===== src/rtl/axi_pkg.sv =====
// AXI4 encodings and the line-writer state type shared across the memory-side blocks.
package axi_pkg;
   localparam logic [1:0] AXI_BURST_INCR  = 2'b01;
   localparam logic [1:0] AXI_RESP_OKAY   = 2'b00;
   localparam logic [1:0] AXI_RESP_EXOKAY = 2'b01;
   localparam logic [1:0] AXI_RESP_SLVERR = 2'b10;
   localparam logic [1:0] AXI_RESP_DECERR = 2'b11;

   typedef enum logic [1:0] {
      WR_IDLE   = 2'd0,
      WR_SEND   = 2'd1,
      WR_WAIT_B = 2'd2
   } wr_state_e;
endpackage


===== src/rtl/config_pkg.sv =====
// User-level cache/bus geometry shared by the DCache datapath blocks.
package config_pkg;
   localparam int DCACHE_LINE_WIDTH = 256;
   localparam int AXI_DATA_W        = 64;
endpackage


===== src/rtl/dcache_line_axi_writer.sv =====
// DCache writeback transmitter: one evicted line -> one AXI4 INCR burst, then waits for B.
// Exactly one burst in flight; completion is a single-cycle pulse carrying the error flag.
module dcache_line_axi_writer
   import axi_pkg::*;
#(
   parameter int LINE_WIDTH = config_pkg::DCACHE_LINE_WIDTH,
   parameter int AXI_DATA_W = config_pkg::AXI_DATA_W,
   parameter int ADDR_W     = 32,
   parameter int ID_W       = 4,
   parameter int AXI_ID     = 1
) (
   input  logic                    clk_i,
   input  logic                    rst_i,
   input  logic                    req_valid_i,
   output logic                    req_ready_o,
   input  logic [ADDR_W-1:0]       req_addr_i,
   input  logic [LINE_WIDTH-1:0]   req_line_i,
   output logic                    done_valid_o,
   output logic                    done_err_o,
   output logic                    aw_valid_o,
   input  logic                    aw_ready_i,
   output logic [ADDR_W-1:0]       aw_addr_o,
   output logic [ID_W-1:0]         aw_id_o,
   output logic [7:0]              aw_len_o,
   output logic [2:0]              aw_size_o,
   output logic [1:0]              aw_burst_o,
   output logic                    w_valid_o,
   input  logic                    w_ready_i,
   output logic [AXI_DATA_W-1:0]   w_data_o,
   output logic [AXI_DATA_W/8-1:0] w_strb_o,
   output logic                    w_last_o,
   input  logic                    b_valid_i,
   output logic                    b_ready_o,
   input  logic [1:0]              b_resp_i
);
   localparam int BEATS  = LINE_WIDTH / AXI_DATA_W;
   localparam int CNT_W  = $clog2(BEATS) + 1;
   localparam int OFFS_W = $clog2(LINE_WIDTH / 8);
   localparam int SEL_W  = $clog2(LINE_WIDTH);
   localparam logic [CNT_W-1:0]  LAST_BEAT = CNT_W'(BEATS - 1);
   localparam logic [ADDR_W-1:0] OFFS_MASK = ADDR_W'((64'd1 << OFFS_W) - 64'd1);

   wr_state_e             state;
   logic [ADDR_W-1:0]     addr_q;
   logic [LINE_WIDTH-1:0] line_q;
   logic [CNT_W-1:0]      cnt;
   logic                  aw_vld, aw_sent, w_vld, b_rdy, req_rdy, done_vld, done_err;

   logic             aw_hs, w_hs, is_last, aw_done, w_done, resp_err;
   logic [SEL_W-1:0] beat_lsb;

   assign aw_hs    = aw_vld & aw_ready_i;
   assign w_hs     = w_vld & w_ready_i;
   assign is_last  = (cnt == LAST_BEAT);
   assign aw_done  = aw_sent | aw_hs;
   // w_vld drops after the last beat, so a low w_vld inside SEND means all data is out
   assign w_done   = ~w_vld | (w_hs & is_last);
   assign resp_err = (b_resp_i == AXI_RESP_SLVERR) || (b_resp_i == AXI_RESP_DECERR);
   assign beat_lsb = SEL_W'(cnt) * SEL_W'(AXI_DATA_W);

   always_ff @(posedge clk_i or posedge rst_i) begin
      if (rst_i) begin
         state    <= WR_IDLE;
         addr_q   <= '0;
         line_q   <= '0;
         cnt      <= '0;
         aw_vld   <= 1'b0;
         aw_sent  <= 1'b0;
         w_vld    <= 1'b0;
         b_rdy    <= 1'b0;
         req_rdy  <= 1'b0;
         done_vld <= 1'b0;
         done_err <= 1'b0;
      end else begin
         done_vld <= 1'b0;
         done_err <= 1'b0;
         case (state)
            WR_IDLE: begin
               if (req_valid_i && req_rdy) begin
                  addr_q  <= req_addr_i & ~OFFS_MASK;
                  line_q  <= req_line_i;
                  cnt     <= '0;
                  aw_sent <= 1'b0;
                  aw_vld  <= 1'b1;
                  w_vld   <= 1'b1;
                  req_rdy <= 1'b0;
                  state   <= WR_SEND;
               end else begin
                  // ready was held low through the done cycle; it returns one cycle later
                  req_rdy <= 1'b1;
               end
            end
            WR_SEND: begin
               if (aw_hs) begin
                  aw_vld  <= 1'b0;
                  aw_sent <= 1'b1;
               end
               if (w_hs) begin
                  if (is_last) w_vld <= 1'b0;
                  else         cnt   <= cnt + 1'b1;
               end
               if (aw_done && w_done) begin
                  b_rdy <= 1'b1;
                  state <= WR_WAIT_B;
               end
            end
            WR_WAIT_B: begin
               if (b_valid_i) begin
                  b_rdy    <= 1'b0;
                  done_vld <= 1'b1;
                  done_err <= resp_err;
                  state    <= WR_IDLE;
               end
            end
            default: state <= WR_IDLE;
         endcase
      end
   end

   assign req_ready_o  = req_rdy;
   assign done_valid_o = done_vld;
   assign done_err_o   = done_err;
   assign aw_valid_o   = aw_vld;
   assign aw_addr_o    = addr_q;
   assign aw_id_o      = ID_W'(AXI_ID);
   assign aw_len_o     = 8'(BEATS - 1);
   assign aw_size_o    = 3'($clog2(AXI_DATA_W / 8));
   assign aw_burst_o   = AXI_BURST_INCR;
   assign w_valid_o    = w_vld;
   assign w_data_o     = line_q[beat_lsb +: AXI_DATA_W];
   assign w_strb_o     = '1;
   assign w_last_o     = is_last;
   assign b_ready_o    = b_rdy;
endmodule


===== config.mk =====
export PLATFORM = sky130hd
export DESIGN_NAME = dcache_line_axi_writer
export DESIGN_NICKNAME = d
export VERILOG_FILES = /design/src/rtl/axi_pkg.sv /design/src/rtl/config_pkg.sv /design/src/rtl/dcache_line_axi_writer.sv
export SDC_FILE = /design/constraint.sdc
export NUM_CORES = 1
export LEC_CHECK = 0
export CAP_MARGIN = 20
export CORE_ASPECT_RATIO = 1.75
export CORE_UTILIZATION = 47
export DETAILED_ROUTE_END_ITERATION = 16
export PLACE_DENSITY_LB_ADDON = 0.12
export SLEW_MARGIN = 10
export SYNTH_ARGS = -nofsm -noshare
export SYNTH_HDL_FRONTEND = slang
export SYNTH_SLANG_ARGS = --single-unit

===== constraint.sdc =====
create_clock -name clk_i -period 11.2 [get_ports clk_i]
set_input_delay 2.24 -clock clk_i [delete_from_list [all_inputs] [get_ports clk_i]]
set_output_delay 2.24 -clock clk_i [all_outputs]
set_load 0.05 [all_outputs]

### Yosys cells after proc, flatten, opt, wreduce, memory -nomap -nowiden

Index checks and enable logic that the tools add are counted.

| storage, ports and cells | value |
|---|---|
| flip-flop bits (word level) | 295 |
| input port bits | 296 |

| operators by class | value |
|---|---|
| reductions and logical operators | 12 |
| shift operators | 1 |
| muxes and demuxes | 25 |
| add/sub/neg operators | 1 |
| bitwise logic cells | 6 |
| equal/unequal tests | 12 |

Operators with widths:

| kind | count |
|---|---|
| $shiftx A256 B9 Y64 | 1 |
| $ne A2 B2 Y1 const B | 7 |
| $mux W1 | 13 |
| $mux W3 | 3 |
| $reduce_and A3 Y1 | 3 |
| $pmux W1 S2 | 4 |
| $reduce_and A4 Y1 | 2 |
| $eq A2 B2 Y1 const B | 3 |
| $mux W2 | 3 |
| $pmux W2 S3 | 1 |
| $pmux W3 S2 | 1 |
| $reduce_bool A2 Y1 | 2 |
| $add A3 B1 Y3 const B | 1 |
| $and A1 B1 Y1 | 3 |
| $eq A3 B2 Y1 const B | 1 |
| $eq A2 B1 Y1 const B | 1 |
| $logic_and A1 B1 Y1 | 2 |
| $logic_not A2 Y1 | 1 |
| $or A1 B1 Y1 | 2 |
| $reduce_and A2 Y1 | 1 |
| $logic_or A1 B1 Y1 | 1 |
| $not A1 Y1 | 1 |

### Depth between registers and ports, before layout

Gate-level depths: netlist of the first run.

| depth | value |
|---|---|
| word-level depth | 6 |
| depth in mapped cells | 6 |
| depth with buffers taken out | 5 |

### Worst setup path before layout of the first run

No wires, ideal clock.

| timing path | value |
|---|---|
| path kind | register -> output |
| start point | reg cnt[1] |
| end point | out w_data_o[0] |
| buffers on the path | 2 |
| cell stages (with the launch flop) | 4 |
| data arrival time | 1.597 ns |
| path slack | 7.363 ns |
| cell sequence | dfrtp_1 -> buf_2 -> buf_2 -> mux4_2 |

| between the ends | value |
|---|---|
| word-level cells in the longest chain between the ends | 1 |

Ends and longest elaborated chain:

| element | line | text |
|---|---|---|
| start: declaration | dcache_line_axi_writer.sv:46 | `logic [CNT_W-1:0] cnt;` |
| start signal: assignment | dcache_line_axi_writer.sv:100 | `else cnt <= cnt + 1'b1;` |
| $shiftx A256 B9 Y64 | dcache_line_axi_writer.sv:130 | `assign w_data_o = line_q[beat_lsb +: AXI_DATA_W];` |
| end: declaration | dcache_line_axi_writer.sv:29 | `output logic [AXI_DATA_W-1:0] w_data_o,` |

Every way passes these cells.

### Worst setup path in the final report of the first run

| timing path | value |
|---|---|
| start point | reg cnt[1] |
| end point | out w_data_o[46] |

Same word-level chain as after synthesis.

==> results of run 1 <==
[registers in the layout (all words and copies together), names as in the netlist]
register      count
cnt               3
w_valid_o         1
aw_addr_o        27
done_valid_o      1
state             2
req_ready_o       1
done_err_o        1
line_q          256
aw_sent           1
aw_valid_o        1
b_ready_o         1
[logic make-up after synthesis]
group           count (synthesis)  synth area share, %
flops                         295                56.85
mux                           348                35.73
compound gates                 12               0.6457
buf+inv                        80                5.762
fa+ha+maj                       2               0.1927
simple gates                   17               0.7613
other cells                     2              0.05784
[worst register-to-register path, cell delays in order, from the launching register on]
cell and delay [ps]:
dfrtp_1 500, nor4bb_4 380, buf_12 550, buf_4 1060, mux2_2 440
[stage by stage]
stage / hold WS [ps] / instance area [um^2]
2_1_floorplan: 452.4 / 13090
5_1_grt: 494.2 / 17760
4_1_cts: 481.4 / 17740
3_3_place_gp: 461.2 / 16790
3_5_place_dp: 468.6 / 16790
6_report: 477.8 / 17760
[power groups by stage]
stage          Clock (W)  Combinational (W)  Sequential, W
4_1_cts          0.00101           0.000147        0.00107
5_1_grt          0.00105           0.000156        0.00106
6_report        0.000985           0.000144        0.00107
3_3_place_gp           0           0.000145        0.00109
2_1_floorplan          0          0.0000464        0.00109
3_5_place_dp           0           0.000146        0.00109
[cell usage in the layout (no fill, tap or decap), types with 2 or more instances in the layout]
| cell type | Yosys | final |
|---|---|---|
| inv_8 | 0 | 2 |
| mux2_1 | 205 | 205 |
| clkbuf_16 | 0 | 29 |
| clkinv_2 | 0 | 6 |
| inv_1 | 3 | 2 |
| mux4_2 | 64 | 64 |
| buf_12 | 2 | 2 |
| a21oi_1 | 2 | 2 |
| nor2_1 | 3 | 3 |
| clkdlybuf4s50_1 | 0 | 387 |
| o21ai_0 | 3 | 3 |
| nand3_1 | 2 | 2 |
| dfrtp_4 | 0 | 2 |
| mux2_2 | 79 | 79 |
| diode_2 | 0 | 7 |
| conb_1 | 2 | 30 |
| and3b_1 | 2 | 2 |
| clkbuf_1 | 3 | 7 |
| ha_1 | 2 | 2 |
| a22o_1 | 2 | 2 |
| buf_4 | 35 | 4 |
| nand2_1 | 4 | 4 |
| dfrtp_1 | 295 | 293 |
| clkbuf_8 | 0 | 5 |
| bufinv_16 | 0 | 3 |
[layout make-up]
class	instances	area share [%]
Inverter	3	0.1057
Tap cell	369	2.600
Timing Repair Buffer	393	22.21
Clock inverter	10	0.7398
Sequential cell	295	41.61
Antenna cell	7	0.09864
Multi-Input combinational cell	409	28.01
Clock buffer	41	4.622
[layer usage]
layer  up-vias  track usage (%)  part of all wire, %
li1       3468                -                    -
met1      4000            23.62                   35
met2       269            38.08                   54
met3        52            5.598                  7.8
met4         0            9.602                  3.2
met5         -                0                    0
[path summary, 6_finish.rpt]
path | from | to | slack (ps) | cells past startpoint
max | cnt[1] | w_data_o[46] | 5510 | 3
min | line_q[185] | line_q[185] | 480 | 1
max reg2reg | state[0] | line_q[46] | 8150 | 4
min reg2reg | line_q[185] | line_q[185] | 480 | 1
max in group asynchronous | rst_i | line_q[6] | 7400 | 3
min in group asynchronous | rst_i | line_q[65] | 2310 | 2
==> results.toml, run 1 <==
[layout]
drive_gt1_share_pct = 17.12
areaGrowthSynthToFinish_pct = 36.76
stdcell_count = 1527
seq_area_mm2 = 0.007390
multiInputGateArea_mm2 = 0.004975
nets = 1429
nFillCells = 2087
final_core_util_pct = 65.23

[sta]
skew_ps = 11.98
hold_violations = 0
finalCriticalPeriod_ps = 5690
slew_headroom_pct = 35.14
finalSetupViolCount = 0
worst_slack_ps = 5510
slew_violations = 0
rsz0062_at_grt = "false"
worst_pin_slew_ps = 972.8
max_freq_mhz = 175.7
fin_setup_tns_ps = 0
min_period_over_period_pct = 50.80

[synth]
synthTopCellsByArea = "dfrtp_1 57%, mux2_1 18%, mux4_2 11%"
yosysUniqueCellTypes = 31
synth_common_cells = "295 x dfrtp_1, 205 x mux2_1, 79 x mux2_2, 64 x mux4_2, 35 x buf_4"
synthArstFlopShare_pct = 100.0
ys.flop_type = "dfrtp_1"
netlist.area_leader.share_pct = 56.85
synth_area_mm2 = 0.01298
synthCells = 756
synth_warnings = 0
synth_largest_area_cell = "dfrtp_1"
synth.avg_cell_area_um2 = 17.18
synth_seq_cells = 295
yosysSeqAreaShare_pct = 56.85
yosysMostFrequentCell = "dfrtp_1"
synth_edf_count = 0

[flow_run]
cap_violations = 0

[cts]
ctsHtreeMaxLevel = 1
cts_max_path_buffers = 3
numCtsBuffers = 29
cts_setup_buffers = 0
path_clk_slew_ps = 60
root_buffer = "clkbuf_16"
cts_tree = "built"
postCtsResizedCells = 0
worstSkewPairLatency_ps = 550
hold_buffers = 0
cts_sinks = 295

[global_routing]
grt_start_max_net_pins = 169
grt_overflow = 0
antenna_found_initial = 7
grt_pass1_vias = 8754
grt_pass1_wl_mm = 46.49
grt_util_all_layers_pct = 21.37

[power_and_ir_drop]
power.leakage_nw = 8.453
p_per_area_mw_per_mm2 = 123.6
p_switching_w = 0.0004638
seqPwrFrac_pct = 48.5
pwr-share-comb_pct = 6.6
cell_internal_pwr_w = 0.001732
p_clk_share_pct = 44.9
irDropWorstVdd_mv = 0.1145
p_sw_share_pct = 21.12
finalPower_w = 0.002195

[worst_setup_path]
crit_path_cell_trace = "buf_4, mux4_2, clkdlybuf4s50_1"
start_kind = "flop"
cpLargestDelayFamily = "buffers and inverters"
worst_ep_arrival_time_ps = 3450
critPathKind = "flop to output port"
crit_buf_inv = 2
critPathMaxStageDelay_ps = 770
required_ps = 8960
crit_fanout = 37
crit_slowest_cell = "dfrtp_4"
critPathCaptureType = "output port"

[route]
wl_per_cell_um = 19.36
postRouteAntennaNets = 0
wirelength_mm = 29.56
vias_per_cell = 5.101
drt_iter0_drc = 286
firstDrtPassIters = 4
drc = 0
vias = 7789

[placed_design]
hpwl_mm = 20.27
dpl.cell_count = 1469
io_buffers = 387
dp_slack_ps = 5923
place_congestion = 0.7506

[floorplan]
num_io_pins = 424
initial_core_util_pct = 47.69
fp.dieW_um = 127.6
fp.dieH_um = 221.9
die_area_mm2 = 0.02832
rows = 80
coreArea_mm2 = 0.02723

[run_status]
status = "finished, final reports clean"

[worst_hold_path]
hp-class = "flop to flop"
Note: power is estimated with default switching activity, not from simulation.
==> run 2, diff against run 1 <==
clock period = 5.6 ns   (was 11.2 ns; I/O delays follow)
==> run 2 against run 1 <==
Effect of this change:
- worst hold slack improved by 1.7 ps
- via count down 0.80%
- clock power grew 110%
- sequential share of layout area down 0.22 points
- critical path type unchanged
- final cell count increased by 0.46%
- global-route usage decreased by 0.082 points
- first-iteration DRC count fell by 12%
- clock skew decreased by 5.5 ps
==> results.toml, run 2 (synthesis results as in run 1) <==
[run_status]
status = "finished, final reports clean"

[sta]
worst_pin_slew_ps = 1083
fin_setup_tns_ps = 0
min_period_over_period_pct = 76.88
finalSetupViolCount = 0
max_freq_mhz = 232.3
rsz0062_at_grt = "false"
slew_headroom_pct = 27.77
slew_violations = 0
hold_violations = 0
finalCriticalPeriod_ps = 4305
skew_ps = 6.457

[flow_run]
cap_violations = 0

[route]
vias = 7727
drc = 0
firstDrtPassIters = 4
drt_iter0_drc = 253
wirelength_mm = 29.64
vias_per_cell = 5.037
wl_per_cell_um = 19.32
postRouteAntennaNets = 0

[worst_hold_path]
min-delay-start = "line_q[190]"
hold_end = "line_q[190]"
hold_path_depth = 1
hp-class = "flop to flop"

[layout]
largest_reg_flops = 256
stdcell_count = 1534
areaGrowthSynthToFinish_pct = 37.48
nets = 1434
nFillCells = 2011
final_common_cell = "clkdlybuf4s50_1"
largest-register = "line_q"
drive_gt1_share_pct = 17.79
multiInputGateArea_mm2 = 0.004975
final_cell_mix = "387 x clkdlybuf4s50_1, 293 x dfrtp_1, 205 x mux2_1"
seq_area_mm2 = 0.007390

[global_routing]
met1_usage_pct = 23.32
antenna_found_initial = 7
grt_pass1_wl_mm = 46.11
grt-busiest-layer = "met2"
grt_start_max_net_pins = 178
grt_pass1_vias = 8556
grt_util_all_layers_pct = 21.29
use_met2_pct = 37.85
grt_overflow = 0
gr-usage-met3_pct = 6.105

[cts]
hold_buffers = 0
postCtsResizedCells = 0
path_clk_slew_ps = 60
cts_tree = "built"
numCtsBuffers = 28
root_buffer = "clkbuf_16"
worstSkewPairLatency_ps = 540
ctsHtreeMaxLevel = 1
cts_setup_buffers = 0
cts_max_path_buffers = 3
cts_sinks = 295

[floorplan]
die_area_mm2 = 0.02832
coreArea_mm2 = 0.02723
fp.dieH_um = 221.9
num_io_pins = 424
fp.dieW_um = 127.6
rows = 80
initial_core_util_pct = 47.69

[worst_setup_path]
rrSetupSlack_ps = 3140
start_kind = "flop"
reg2reg_to = "line_q[33]"
critPathCaptureType = "output port"
worst_ep_arrival_time_ps = 3190
crit_slowest_cell = "dfrtp_4"
crit_path_cell_trace = "buf_4, mux4_2, clkdlybuf4s50_1"
critPathMaxStageDelay_ps = 940
reg2reg_depth = 3
crit_fanout = 36
critPathKind = "flop to output port"
required_ps = 4480
timing.rr.start = "state[0]"

[placed_design]
dpl.cell_count = 1475
hpwl_mm = 20.82
place_congestion = 0.7551
io_buffers = 387

[power_and_ir_drop]
p_per_area_mw_per_mm2 = 249.7
irDropWorstVdd_mv = 0.3034
power.leakage_nw = 8.505
-- run 2: cell types whose count changed in the layout (fill, tap and decap cells not counted) --
cell        change
buf_4           +6
bufinv_16       +1
clkbuf_1        -2
clkbuf_8        +3
clkinvlp_4      +1
inv_8           -2
-- run 2: metrics by stage --
step	setup slack (ps)	hold WS, ps	utilization (%)	power, W	area (um^2)
4_1_cts	1182	483.5	65.51	0.004522	17830
6_report	1295	479.4	65.57	0.004458	17850
2_1_floorplan	562.9	452.4	-	0.002265	13090
5_1_grt	1122	492.6	65.57	0.004613	17850
3_3_place_gp	1759	462.4	61.82	0.002462	16830
3_5_place_dp	1777	468.7	61.82	0.002465	16830
-- run 2: worst max-delay path: cells and delay by family (launching register included) --
family                 cells  cell delay (ps)
DFF                        1              940
muxes                      1              530
buffers and inverters      2             1160
-- run 2: routing by layer --
layer | wire length (um) | up-vias
li1 | - | 3482
met3 | 2332 | 42
met5 | 0 | -
met2 | 15830 | 270
met1 | 10650 | 3933
met4 | 827 | 0
-- run 2: report_power, final --
part | switching, W | leakage, nW | internal (W)
clock network | 0.000801 | 0.501 | 0.00123
registers | 0 | 4.10 | 0.00213
logic | 0.000112 | 3.90 | 0.000178
-- run 2: area by class of cell --
| type | count | area share, % |
|---|---|---|
| clock buffer | 42 | 4.787 |
| inverter | 3 | 0.08410 |
| clock inverter | 10 | 0.8410 |
| multi-input combinational | 409 | 27.87 |
| antenna | 7 | 0.09812 |
| sequential | 295 | 41.39 |
| timing repair buffer | 399 | 22.34 |
| tap | 369 | 2.586 |
-- run 2: how the worst max path moves through the flow --
stage / start / to / slack (ps) / cells after the start
after detailed placement: cnt[1] / w_data_o[37] / 1780 / 3
final: cnt[1] / w_data_o[37] / 1290 / 3
after global placement: cnt[1] / w_data_o[37] / 1760 / 3
after global routing: cnt[1] / w_data_o[37] / 1120 / 3
after floorplan: rst_i / aw_addr_o[10] / 560 / 1
after CTS: cnt[1] / w_data_o[37] / 1180 / 3
